[src/rtl/median_frame_ctrl.sv]
// median_frame_ctrl: frame sequencer for the 2x2 median filter (intake, line buffer, window strobes, drain, done)
module median_frame_ctrl #(
  parameter int IMAGE_LEN    = 1080,
  parameter int IMAGE_HEIGHT = 720,
  parameter int PIPE_LAT     = 2
) (
  input  logic                            clk,
  input  logic                            rst,
  input  logic                            start_i,
  input  logic                            in_valid_i,
  output logic                            in_ready_o,
  input  logic                            out_ready_i,
  output logic                            out_valid_o,
  output logic [$clog2(IMAGE_LEN)-1:0]    lb_addr_o,
  output logic                            lb_en_o,
  output logic                            win_shift_o,
  output logic                            win_valid_o,
  output logic [$clog2(IMAGE_LEN)-1:0]    x_o,
  output logic [$clog2(IMAGE_HEIGHT)-1:0] y_o,
  output logic                            busy_o,
  output logic                            done_o
);
  localparam int XW = $clog2(IMAGE_LEN);
  localparam int YW = $clog2(IMAGE_HEIGHT);
  localparam int N  = (IMAGE_LEN - 1) * (IMAGE_HEIGHT - 1);
  localparam int NW = $clog2(N + 1);
  typedef enum logic [1:0] {IDLE, RUN, DRAIN, DONE} state_t;
  state_t              state;
  logic [XW-1:0]       x;
  logic [YW-1:0]       y;
  logic [NW-1:0]       out_cnt;
  logic [PIPE_LAT-1:0] vpipe;
  logic                pipe_en, accept, x_last, y_last, out_hs;
  assign out_valid_o = vpipe[PIPE_LAT-1];
  assign pipe_en     = out_ready_i | ~out_valid_o;
  assign in_ready_o  = (state == RUN) & pipe_en;
  assign accept      = in_valid_i & in_ready_o;
  assign x_last      = x == XW'(IMAGE_LEN - 1);
  assign y_last      = y == YW'(IMAGE_HEIGHT - 1);
  assign out_hs      = out_valid_o & out_ready_i;
  assign lb_en_o     = accept;
  assign lb_addr_o   = x;
  assign win_shift_o = (state == DRAIN) ? pipe_en : accept;
  // row 0 / column 0 only prime the line buffer and window registers
  assign win_valid_o = accept & (x != '0) & (y != '0);
  assign x_o         = x;
  assign y_o         = y;
  assign busy_o      = state != IDLE;
  assign done_o      = state == DONE;
  always_ff @(posedge clk) begin
    if (rst) begin
      state   <= IDLE;
      x       <= '0;
      y       <= '0;
      out_cnt <= '0;
      vpipe   <= '0;
    end else begin
      if (win_shift_o) vpipe <= (vpipe << 1) | PIPE_LAT'(win_valid_o);
      if (out_hs) out_cnt <= out_cnt + 1'b1;
      if (accept) begin
        x <= x_last ? '0 : x + 1'b1;
        if (x_last) y <= y_last ? '0 : y + 1'b1;
      end
      case (state)
        IDLE: if (start_i) begin
          state   <= RUN;
          x       <= '0;
          y       <= '0;
          out_cnt <= '0;
          vpipe   <= '0;
        end
        RUN:   if (accept & x_last & y_last) state <= DRAIN;
        DRAIN: if (out_hs && out_cnt == NW'(N - 1)) state <= DONE;
        DONE:  state <= IDLE;
      endcase
    end
  end
endmodule

[config.mk]
export PLATFORM = sky130hd
export DESIGN_NAME = median_frame_ctrl
export DESIGN_NICKNAME = d
export VERILOG_FILES = /design/src/rtl/median_frame_ctrl.sv
export SDC_FILE = /design/constraint.sdc
export NUM_CORES = 1
export LEC_CHECK = 0
export BUFFER_PORTS_ARGS = -buffer_cell sky130_fd_sc_hd__buf_2
export CORE_ASPECT_RATIO = 0.8
export CORE_MARGIN = 3
export CORE_UTILIZATION = 40
export CTS_CLUSTER_DIAMETER = 100
export DETAILED_ROUTE_END_ITERATION = 12
export PLACE_DENSITY_LB_ADDON = 0.3
export SETUP_SLACK_MARGIN = 0.15
export SYNTH_ARGS = -nofsm -noshare
export SYNTH_HDL_FRONTEND = slang
export SYNTH_SLANG_ARGS = --single-unit
[constraint.sdc]
create_clock -name clk -period 1.93 [get_ports clk]
set_input_delay 0.0965 -clock clk [delete_from_list [all_inputs] [get_ports clk]]
set_output_delay 0.0965 -clock clk [all_outputs]
set_load 0.005 [all_outputs]
After elaboration in Yosys (flattened, before gate mapping)

Index checks and enable logic that the tools add are counted.

Flip-flop bits (word level): 45
Bits in latches: 0
RAM bits: 0
ROM bits: 0
Input port bits: 5
Output and inout bits: 39
Memories: 0

$add $sub $neg: 3
Multipliers: 0
Divide/modulo/power cells: 0
$lt $le $gt $ge: 0
Eq/ne operators: 9
Shift-type cells: 0
Muxes and demuxes: 20
Bitwise logic cells: 10
Reductions and logical operators: 6

Operators by type and width:

| operator              | number |
|---|---|
| $mux 20               | 3 |
| $mux 10               | 5 |
| $mux 11               | 4 |
| $add 20x1->20 const B | 1 |
| $eq 20x20->1 const B  | 1 |
| $mux 2                | 6 |
| $add 11x1->11 const B | 1 |
| $eq 11x11->1 const B  | 1 |
| $reduce_bool 11->1    | 1 |
| $add 10x1->10 const B | 1 |
| $eq 10x10->1 const B  | 1 |
| $reduce_bool 10->1    | 1 |
| $pmux 2 s4            | 1 |
| $and 1x1->1           | 7 |
| $eq 2x2->1 const B    | 2 |
| $ne 2x1->1 const B    | 2 |
| $reduce_and 3->1      | 1 |
| $eq 2x1->1 const B    | 1 |
| $logic_not 2->1       | 1 |
| $ne 2x2->1 const B    | 1 |
| $or 2x1->2            | 1 |
| $reduce_bool 2->1     | 1 |
| $logic_and 1x1->1     | 1 |
| $mux 1                | 1 |
| 2 further kinds       | 2 |

Depth between registers and ports, before layout

Gate-level depths: netlist of the first run.

Word-level depth: 10
Gate-level depth with buffers: 8
Gate-level depth less buffers: 7

Worst setup path before layout of the first run

Ideal clock, no wire load.

Path kind: reg-to-reg
From: register state[1]
To: register x[10], in the netlist lb_addr_o[10]
Setup time: 0.117 ns
Data arrival time: 1.688 ns
Data required time: 1.813 ns
Path slack: 0.125 ns
Stages on the path, launching flop included: 9
Buffers on the path: 1
Period minus slack after synthesis: 1.805 ns
Cells stage by stage: dfxtp_1 inv_1 ha_1 nand2_1 nor2_1 nand4_1 nand2_1 buf_2 nor2_1

Longest elaborated chain between the ends: 6
Elaborated cells on any way between the ends: 7
Those cells by class: eq/ne: 1; mux: 3; bitwise: 2; reduce/logical: 1

RTL lines:

| item                   | RTL line | RTL |
|---|---|---|
| from (decl)            | 28       | `state_t state;` |
| from (signal assigned) | 52       | `state <= IDLE;` |
| from (signal assigned) | 66       | `state <= RUN;` |
| from (signal assigned) | 72       | `RUN: if (accept & x_last & y_last) state <= DRAIN;` |
| $eq 2x1->1 (*)         | 36       | `assign in_ready_o = (state == RUN) & pipe_en;` |
| $and 1x1->1 (*)        | 36       |  |
| $and 1x1->1 (*)        | 37       | `assign accept = in_valid_i & in_ready_o;` |
| net lb_en_o            | 15       | `output logic lb_en_o,` |
| $mux 11 (*)            | 60       | `if (accept) begin` |
| $mux 11                | 65       | `IDLE: if (start_i) begin` |
| $mux 11 (*)            | 64       | `case (state)` |
| to (signal assigned)   | 61       | `x <= x_last ? '0 : x + 1'b1;` |
| to (decl)              | 29       | `logic [XW-1:0] x;` |

The timed path passes the listed nets; every way through them passes the cells marked *.
A chain may end at the register's enable or synchronous reset.

Worst setup path in the final report of the first run

From: register x[3], in the netlist lb_addr_o[3]
To: output port win_valid_o

Longest elaborated chain between the ends: 3

RTL lines:

| item                     | RTL line | RTL |
|---|---|---|
| $reduce_bool 11->1       | 45       | `assign win_valid_o = accept & (x != '0) & (y != '0);` |
| $and 1x1->1 (2 in a row) | 45       |  |
| to (decl)                | 17       | `output logic win_valid_o,` |

No other way between the ends.

==> impl_metrics.py, run 1 <==
metrics = {
    "status": {
        "status": "completed",
    },
    "global_routing": {
        "first_global_vias": 1782,
        "track_usage": 0.159,
        "grt_antenna_before_repair": 0,
        "grt_pass1_wl_microns": 8810,
        "grt-ovfl-total": 0,
        "grt_max_degree": 25,
    },
    "worst_setup_path": {
        "required_ps": 1830,
        "worstRegToRegCells": 6,
        "critPathKind": "register to primary output",
        "setup.worst_path.start": "lb_addr_o[3]",
        "timing.rr.end": "state[0]",
        "start_kind": "register",
        "end_kind": "primary output",
        "critPathCapture": "win_valid_o",
        "reg2reg_slack_ps": 190,
        "rr_startpoint": "lb_addr_o[0]",
        "cp_max_fo": 6,
        "worst_ep_arrival_time_ps": 1660,
    },
    "synth": {
        "synthFlopType": "dfxtp_1",
        "synth_edf_count": 0,
        "synthTopCellsByArea": "dfxtp_1 38%, nor2_1 7.8%, xor2_1 7.8%, ha_1 5.8%, xnor2_1 4.8%",
        "synthesis.nets": 296,
        "synth_top_area_share": 0.380,
        "synth_common_cells": "49 x nor2_1, 45 x dfxtp_1, 21 x xor2_1, 19 x nand2_1, 18 x nand3_1",
        "netlist-cell-type-count": 43,
        "ys_ff_latch": 45,
        "synth_async_sr_flop_share": 0,
        "synth_area_per_cell_sq_um": 8.46,
        "yosys.area.top_type": "dfxtp_1",
        "syn_area_sq_um": 2370,
        "syn_inst": 280,
        "seq_area_frac_synth": 0.380,
        "synth_most_common_cell": "nor2_1",
        "ys_warn_count": 0,
    },
    "min_path": {
        "hold_class": "primary input to register",
        "worst_hold_startpoint": "rst",
    },
    "timing": {
        "hold_viol": 0,
        "max_slew_margin": 0.695,
        "rsz0062_at_grt": "yes",
        "min_period_over_period": 0.909,
        "setup_tns_ps": 0,
        "worst_pin_slew_ps": 457,
        "fmax_mhz": 570,
        "slew_viol_final": 0,
        "post-route-min-period_ps": 1760,
        "fin_hold_ws_ps": 81.8,
        "final-setup-viol-count": 0,
        "skew_ps": 13.5,
    },
    "die": {
        "dieArea_sq_um": 6890,
        "io_pins": 44,
        "die_h_microns": 74.8,
        "dieWidth_microns": 92.1,
        "start_util": 0.424,
        "core_sq_um": 5590,
        "fp-row-count": 24,
    },
    "detailed_routing": {
        "first_pass_iters": 4,
        "vias": 2056,
        "drt-total-wl_microns": 5400,
        "drt-initial-drc-count": 77,
        "via_per_inst": 5.03,
        "ant_nets": 0,
        "wl_per_cell_microns": 13.2,
        "drc": 0,
    },
    "final_layout": {
        "antenna_cells": 0,
        "syn_to_final_growth_pct": 21.5,
        "drive_gt1_frac": 0.299,
        "final_util": 0.516,
        "fin_area_sq_um": 2880,
        "nets": 346,
    },
    "clock_tree": {
        "clk_pin_slew_ps": 90,
        "clk_latency_ps": 300,
        "cts_tree": "yes",
        "cts.sinks": 45,
        "h-tree-depth": 2,
        "cts-root-buf": "clkbuf_8",
        "cts_buffers": 5,
        "cts_buffer_depth": 2,
    },
    "run": {
        "maxCapViolations": 0,
    },
    "placed_design": {
        "post_dp_cell_area_sq_um": 2690,
        "hpwl_microns": 4040,
        "gp_congestion": 0.822,
        "numPortBuffers": 43,
    },
    "pwr": {
        "finalPower_mw": 2.09,
        "cellPowerDensity_nw_per_um2": 725,
        "ir_drop_mv": 0.486,
        "p_leak_nw": 1.18,
    },
}
==> area by class of cell <==
cell class | count | area [sq um]
Fill cell | 576 | 2710
Multi-Input combinational cell | 208 | 1390
Sequential cell | 45 | 912
Timing Repair Buffer | 59 | 335
Tap cell | 78 | 97.6
Clock buffer | 6 | 82.6
Inverter | 11 | 41.3
Clock inverter | 2 | 17.5
==> timing repair <==
action	in CTS	in global routing
hold endpoints to repair	0	0
setup endpoints to repair	6	15
buffers inserted	0	2
cloned	0	0
pin swaps	1	4
hold buffers	0	0
gates resized for setup	9	19
==> logic make-up (layout without fill, tap and decap cells) <==
logic type | count (synthesis) | count (layout) | share of synthesized area
and+or+nand+nor | 140 | 140 | 0.307
DFF | 45 | 45 | 0.380
xor gates and xnor gates | 34 | 34 | 0.126
buffers and inverters | 27 | 78 | 0.0612
AOI/OAI and AO/OA | 21 | 21 | 0.0597
adders and majority gates | 11 | 11 | 0.0581
muxes | 2 | 2 | 0.00845
==> worst max-delay path, cell delays in order (launching register included) <==
cell     delay [ps]
dfxtp_4         370
or3_4           420
nor3_4          140
nand4_1         120
and3_1          190
buf_2           120
==> registers in the layout, indices dropped and copies added (netlist names) <==
| register | count |
|---|---|
| vpipe | 2 |
| y_o | 10 |
| out_cnt | 20 |
| state | 2 |
| lb_addr_o | 11 |
==> layout by cell type, fill, tap and decap left out, types with 10 or more instances in the layout <==
| cell type | instances |
|---|---|
| dfxtp_1 | 38 |
| xnor2_1 | 13 |
| nor2_1 | 48 |
| nand4_1 | 10 |
| nand2_1 | 17 |
| xor2_1 | 21 |
| buf_2 | 43 |
| nand3_1 | 17 |
| buf_4 | 16 |
==> layer usage <==
metal | part of all wire | vias up | global-route usage
li1 | - | 1049 | -
met1 | 0.52 | 967 | 0.241
met2 | 0.43 | 34 | 0.233
met3 | 0.038 | 6 | 0.0320
met4 | 0.011 | 0 | 0.0395
met5 | 0 | - | 0
==> per-stage QoR <==
stage	std cells	setup WS (ps)
2_1_floorplan	280	151
3_3_place_gp	399	167
3_5_place_dp	399	120
4_1_cts	407	128
5_1_grt	409	105
6_report	409	175
==> power breakdown <==
| part | internal, mW | leakage, nW | switching [mW] | total, mW |
|---|---|---|---|---|
| sequential | 0.947 | 0.367 | 0.0256 | 0.973 |
| combinational | 0.197 | 0.759 | 0.284 | 0.481 |
| clock | 0.297 | 0.0518 | 0.336 | 0.634 |
| total | 1.44 | 1.18 | 0.646 | 2.09 |
==> worst min-delay path by stage <==
stage / endpoint / slack, ps / depth (start not counted)
3_5_place_dp: state[0] / 370 / 2
3_3_place_gp: state[0] / 360 / 2
6_report: state[0] / 80 / 2
5_1_grt: state[0] / 90 / 2
2_1_floorplan: state[0] / 200 / 1
4_1_cts: state[0] / 50 / 2
Power figures use the tool's default switching activity.
==> run 2, diff against run 1 <==
- clock period: 1.93 -> 1.5 ns (I/O delays scaled with it)
==> run 2 against run 1 <==
  * Worst setup slack lost 500 ps
  * The flow now finishes with violations (setup timing)
  * Critical path depth grew 1
  * Largest power group unchanged
  * Cell count grew 17%
  * Hold slack lost 62 ps
  * Routed wire length grew 29%
  * First-iteration DRC count shrank 1.3%
  * Via count grew 17%
  * Core utilization grew 17 points
  * Clock skew shrank 1.9 ps
  * Count of clock-buffer cells in the layout is the same
==> impl_metrics.py, run 2 (synthesized netlist as in run 1, its figures left out) <==
metrics = {
    "die": {
        "die_h_microns": 74.8,
        "core_sq_um": 5590,
        "fp-row-count": 24,
        "start_util": 0.424,
        "io_pins": 44,
        "dieArea_sq_um": 6890,
        "dieWidth_microns": 92.1,
    },
    "placed_design": {
        "hpwl_microns": 4420,
        "post_dp_cell_area_sq_um": 3150,
        "gp_congestion": 0.841,
        "numPortBuffers": 43,
    },
    "global_routing": {
        "grt_antenna_before_repair": 0,
        "track_usage": 0.188,
        "grt_max_degree": 25,
        "grt_pass1_wl_microns": 10400,
        "first_global_vias": 2264,
        "grt-ovfl-total": 0,
    },
    "worst_setup_path": {
        "critPathKind": "register to register",
        "cp_max_fo": 4,
        "start_kind": "register",
        "required_ps": 1720,
        "end_kind": "register",
        "worst_ep_arrival_time_ps": 2050,
    },
    "timing": {
        "max_slew_margin": 0.738,
        "skew_ps": 11.6,
        "worst_pin_slew_ps": 393,
        "post-route-min-period_ps": 1820,
        "fmax_mhz": 548,
        "rsz0062_at_grt": "yes",
        "setup_ws_ps": -324,
        "slew_viol_final": 0,
        "min_period_over_period": 1.22,
        "final-setup-viol-count": 26,
        "hold_viol": 0,
    },
    "final_layout": {
        "largest_reg_flops": 20,
        "layout_common_cells": "59 x buf_4, 46 x nor2_1, 39 x buf_2",
        "antenna_cells": 0,
        "syn_to_final_growth_pct": 62.5,
        "top_register": "out_cnt",
        "drive_gt1_frac": 0.545,
        "fin_area_sq_um": 3850,
        "nets": 417,
        "fillers": 438,
        "layout_commonest_cell": "buf_4",
    },
    "detailed_routing": {
        "first_pass_iters": 4,
        "vias": 2400,
        "route.met3.wl_microns": 278,
        "drt-initial-drc-count": 76,
        "ant_nets": 0,
        "drc": 0,
        "wl_met2_microns": 3380,
        "met1_length_microns": 3260,
        "drt-total-wl_microns": 6970,
        "wl_per_cell_microns": 14.5,
        "top_layer_used": "met4",
        "via_per_inst": 5.00,
    },
    "clock_tree": {
        "clk_latency_ps": 310,
        "cts_buffer_depth": 2,
        "cts_tree": "yes",
        "clk_pin_slew_ps": 100,
        "h-tree-depth": 2,
        "cts_buffers": 5,
        "ctsHoldBuffers": 0,
        "cts.sinks": 45,
        "cts-root-buf": "clkbuf_8",
    },
    "status": {
        "violations": "setup timing",
        "status": "finished with violations",
    },
    "min_path": {
        "hold_class": "primary input to register",
    },
    "run": {
        "maxCapViolations": 0,
    },
    "pwr": {
        "ir_drop_mv": 1.02,
        "finalPower_mw": 3.39,
        "p_leak_nw": 1.70,
        "cellPowerDensity_nw_per_um2": 881,
    },
}
[run 2: changes by cell type in the layout (fill, tap and decap cells not counted), sizes merged]
cell	change
buf	+71
inv	-1
bufinv	+1
[run 2: critical path, stage by stage, from the launching register on]
cell and delay, ps:
dfxtp_2 320, or3_4 410, buf_6 140, nor3_4 250, nand3_2 180, a2111o_1 390, o31ai_1 70
[run 2: final timing paths]
check | cells after the start | to | start | slack (ps)
max | 6 | state[0] | lb_addr_o[7] | -320
min | 2 | state[0] | rst | 20
max reg2reg | 6 | state[0] | lb_addr_o[7] | -320
min reg2reg | 2 | out_cnt[14] | out_cnt[14] | 540
[run 2: per-layer routing]
metal / global-route usage / up-vias
li1: - / 1183
met2: 0.319 / 52
met1: 0.251 / 1157
met3: 0.0390 / 8
met4: 0.0445 / 0
met5: 0 / -
[run 2: cell type report]
type / instances / area, sq um / share of cell area
timing repair buffer: 130 / 1020 / 0.266
tap: 78 / 97.6 / 0.0253
clock inverter: 2 / 38.8 / 0.0101
clock buffer: 6 / 72.6 / 0.0188
sequential: 45 / 927 / 0.241
inverter: 11 / 48.8 / 0.0127
multi-input combinational: 208 / 1640 / 0.426
[run 2: report_power, final]
| part | switching (mW) | internal (mW) | total, mW |
|---|---|---|---|
| registers | 0.0335 | 1.23 | 1.26 |
| logic | 0.538 | 0.648 | 1.19 |
| clock network | 0.446 | 0.501 | 0.947 |
[run 2: stage by stage]
| stage | TNS, ps | setup slack, ps | hold slack (ps) | std cells | util |
|---|---|---|---|---|---|
| finish | -4890 | -324 | 20.2 | 480 | 0.689 |
| CTS | -3440 | -286 | 15.8 | 470 | 0.644 |
| global route | -7270 | -400 | 47.0 | 480 | 0.689 |
| detailed placement | -2030 | -210 | 360 | 452 | 0.564 |
| global placement | -983 | -133 | 340 | 452 | 0.564 |
| floorplan | -880 | -143 | 178 | 280 | - |
[run 2: repair_timing]
item                       4_1_cts  5_1_grt
pin swaps                       24       33
gates resized for setup         67       43
setup endpoints to repair       50       48
setup buffers                   10       10
==> run 3, diff against run 2 <==
- GPL_TIMING_DRIVEN: default -> 0
==> run 3 against run 2 <==
  * The run still ends with setup timing left
  * Non-clock buffer count is 32 lower
  * Fmax increased by 3.5%
  * Power shrank 12%
  * First-iteration DRC count increased by 11%
  * Critical path depth grew 1
  * Sequential power barely moved
  * Clock skew shrank 1.4 ps
  * Largest cell class unchanged
  * Largest power group unchanged
  * Highest routed layer unchanged
==> impl_metrics.py, run 3 (synthesized netlist as in run 1, its figures left out) <==
metrics = {
    "pwr": {
        "p_sw_frac": 0.306,
        "cellPowerDensity_nw_per_um2": 849,
        "internal_power_mw": 2.07,
        "ir_drop_mv": 0.925,
        "p_leak_nw": 1.48,
        "clkPwrFrac": 0.282,
        "combPwrFrac": 0.297,
        "pwr-share-seq": 0.421,
        "switchingPower_mw": 0.911,
    },
    "final_layout": {
        "drive_gt1_frac": 0.495,
        "layout_common_cells": "42 x buf_2, 40 x nor2_1, 36 x buf_4",
        "layout_commonest_cell": "buf_2",
        "syn_to_final_growth_pct": 48.0,
        "fillers": 486,
        "largest_reg_flops": 20,
        "instances_no_fill": 448,
        "nets": 385,
        "top_register": "out_cnt",
        "antenna_cells": 0,
    },
    "clock_tree": {
        "cts_tree": "yes",
        "cts_buffers": 5,
        "cts.sinks": 45,
        "clk_pin_slew_ps": 90,
        "clk_latency_ps": 300,
        "cts-root-buf": "clkbuf_8",
        "cts_buffer_depth": 2,
        "h-tree-depth": 2,
        "ctsHoldBuffers": 0,
    },
    "detailed_routing": {
        "vias": 2237,
        "via_per_inst": 4.99,
        "drt-initial-drc-count": 84,
        "drc": 0,
        "drt-total-wl_microns": 6240,
        "first_pass_iters": 4,
        "ant_nets": 0,
        "wl_per_cell_microns": 13.9,
    },
    "die": {
        "start_util": 0.424,
        "die_h_microns": 74.8,
        "core_sq_um": 5590,
        "io_pins": 44,
        "dieArea_sq_um": 6890,
        "fp-row-count": 24,
        "dieWidth_microns": 92.1,
    },
    "timing": {
        "final-setup-viol-count": 27,
        "max_slew_margin": 0.774,
        "skew_ps": 10.2,
        "rsz0062_at_grt": "yes",
        "min_period_over_period": 1.18,
        "hold_viol": 0,
        "slew_viol_final": 0,
        "fmax_mhz": 567,
        "worst_pin_slew_ps": 340,
        "post-route-min-period_ps": 1760,
        "setup_ws_ps": -263,
    },
    "global_routing": {
        "grt_pass1_wl_microns": 9340,
        "grt-busiest-layer": "met2",
        "first_global_vias": 1901,
        "track_usage": 0.171,
        "grt_antenna_before_repair": 0,
        "met3_usage": 0.0370,
        "use_met1": 0.239,
        "grt_max_degree": 14,
        "met2_usage": 0.277,
        "grt-ovfl-total": 0,
    },
    "worst_setup_path": {
        "start_kind": "register",
        "end_kind": "register",
        "required_ps": 1700,
        "critPathKind": "register to register",
        "worstRegToRegCells": 7,
        "worst_ep_arrival_time_ps": 1960,
        "cp_max_fo": 4,
    },
    "placed_design": {
        "hpwl_microns": 3740,
        "place_ws_ps": -335,
        "place_inst": 401,
        "gp_congestion": 0.748,
        "numPortBuffers": 43,
    },
    "status": {
        "status": "finished with violations",
        "violations": "setup timing",
    },
    "min_path": {
        "hold_class": "primary input to register",
        "min_path_cells": 2,
    },
    "run": {
        "maxCapViolations": 0,
    },
}
## run 3: changes by cell type in the layout (fill, tap and decap cells not counted), moves of 3 or more
cell,delta
nand2_1,+3
inv_1,+3
nand3_1,+5
buf_2,+3
dfxtp_4,+6
nor2_2,+4
buf_6,-10
nor2_1,-6
buf_12,-3
nand3_2,-5
dfxtp_2,-4
buf_4,-23
## run 3: layout make-up
type                       count  area (sq um)  share of cell area
tap                           78          97.6              0.0278
clock buffer                   7          96.3              0.0275
buffer                        16           124              0.0353
multi-input combinational    208          1620               0.463
timing repair buffer          82           574               0.164
inverter                      11          43.8              0.0125
sequential                    45           945               0.269
clock inverter                 1          5.00             0.00143
## run 3: metrics by stage
step	setup TNS (ps)	total power, mW	util	instance area (sq um)	hold slack, ps
2_1_floorplan	-880	1.66	-	2420	178
3_3_place_gp	-6790	1.83	0.489	2730	356
3_5_place_dp	-7500	1.84	0.489	2730	359
4_1_cts	-2440	2.85	0.588	3290	55.4
5_1_grt	-5290	3.14	0.628	3510	96.6
6_report	-2850	2.98	0.628	3510	71.5
## run 3: worst max-delay path, cell delays in order (launching register included)
cell      delay (ps)
dfxtp_2          360
ha_4             140
and4_4           240
and3_4           200
buf_6            110
nand3_2          140
a2111o_1         390
o31ai_1           80
## run 3: final timing paths
check / from / end / slack (ps)
max: lb_addr_o[1] / state[0] / -260
min: rst / state[0] / 70
max reg2reg: lb_addr_o[1] / state[0] / -260
min reg2reg: out_cnt[1] / out_cnt[1] / 500
## run 3: what timing repair did
item | CTS | global route
gates resized for setup | 65 | 40
cloned | 1 | 0
endpoints found under the setup margin | 47 | 47
buffers inserted | 28 | 10
pin swaps | 28 | 18
## run 3: power groups by stage
stage                     registers, mW  clock network, mW  logic (mW)
after floorplan                    1.27                  0       0.385
after global placement             1.28                  0       0.553
after detailed placement           1.28                  0       0.560
after CTS                          1.25              0.844       0.756
after global routing               1.26              0.909       0.971
final                              1.25              0.839       0.885
## run 3: routing by layer
layer | part of all wire | vias to the layer above | wire length [microns]
li1 | - | 1125 | -
met2 | 0.47 | 50 | 2960
met1 | 0.48 | 1054 | 2970
met4 | 0.012 | 0 | 74
met5 | 0 | - | 0
met3 | 0.038 | 8 | 239
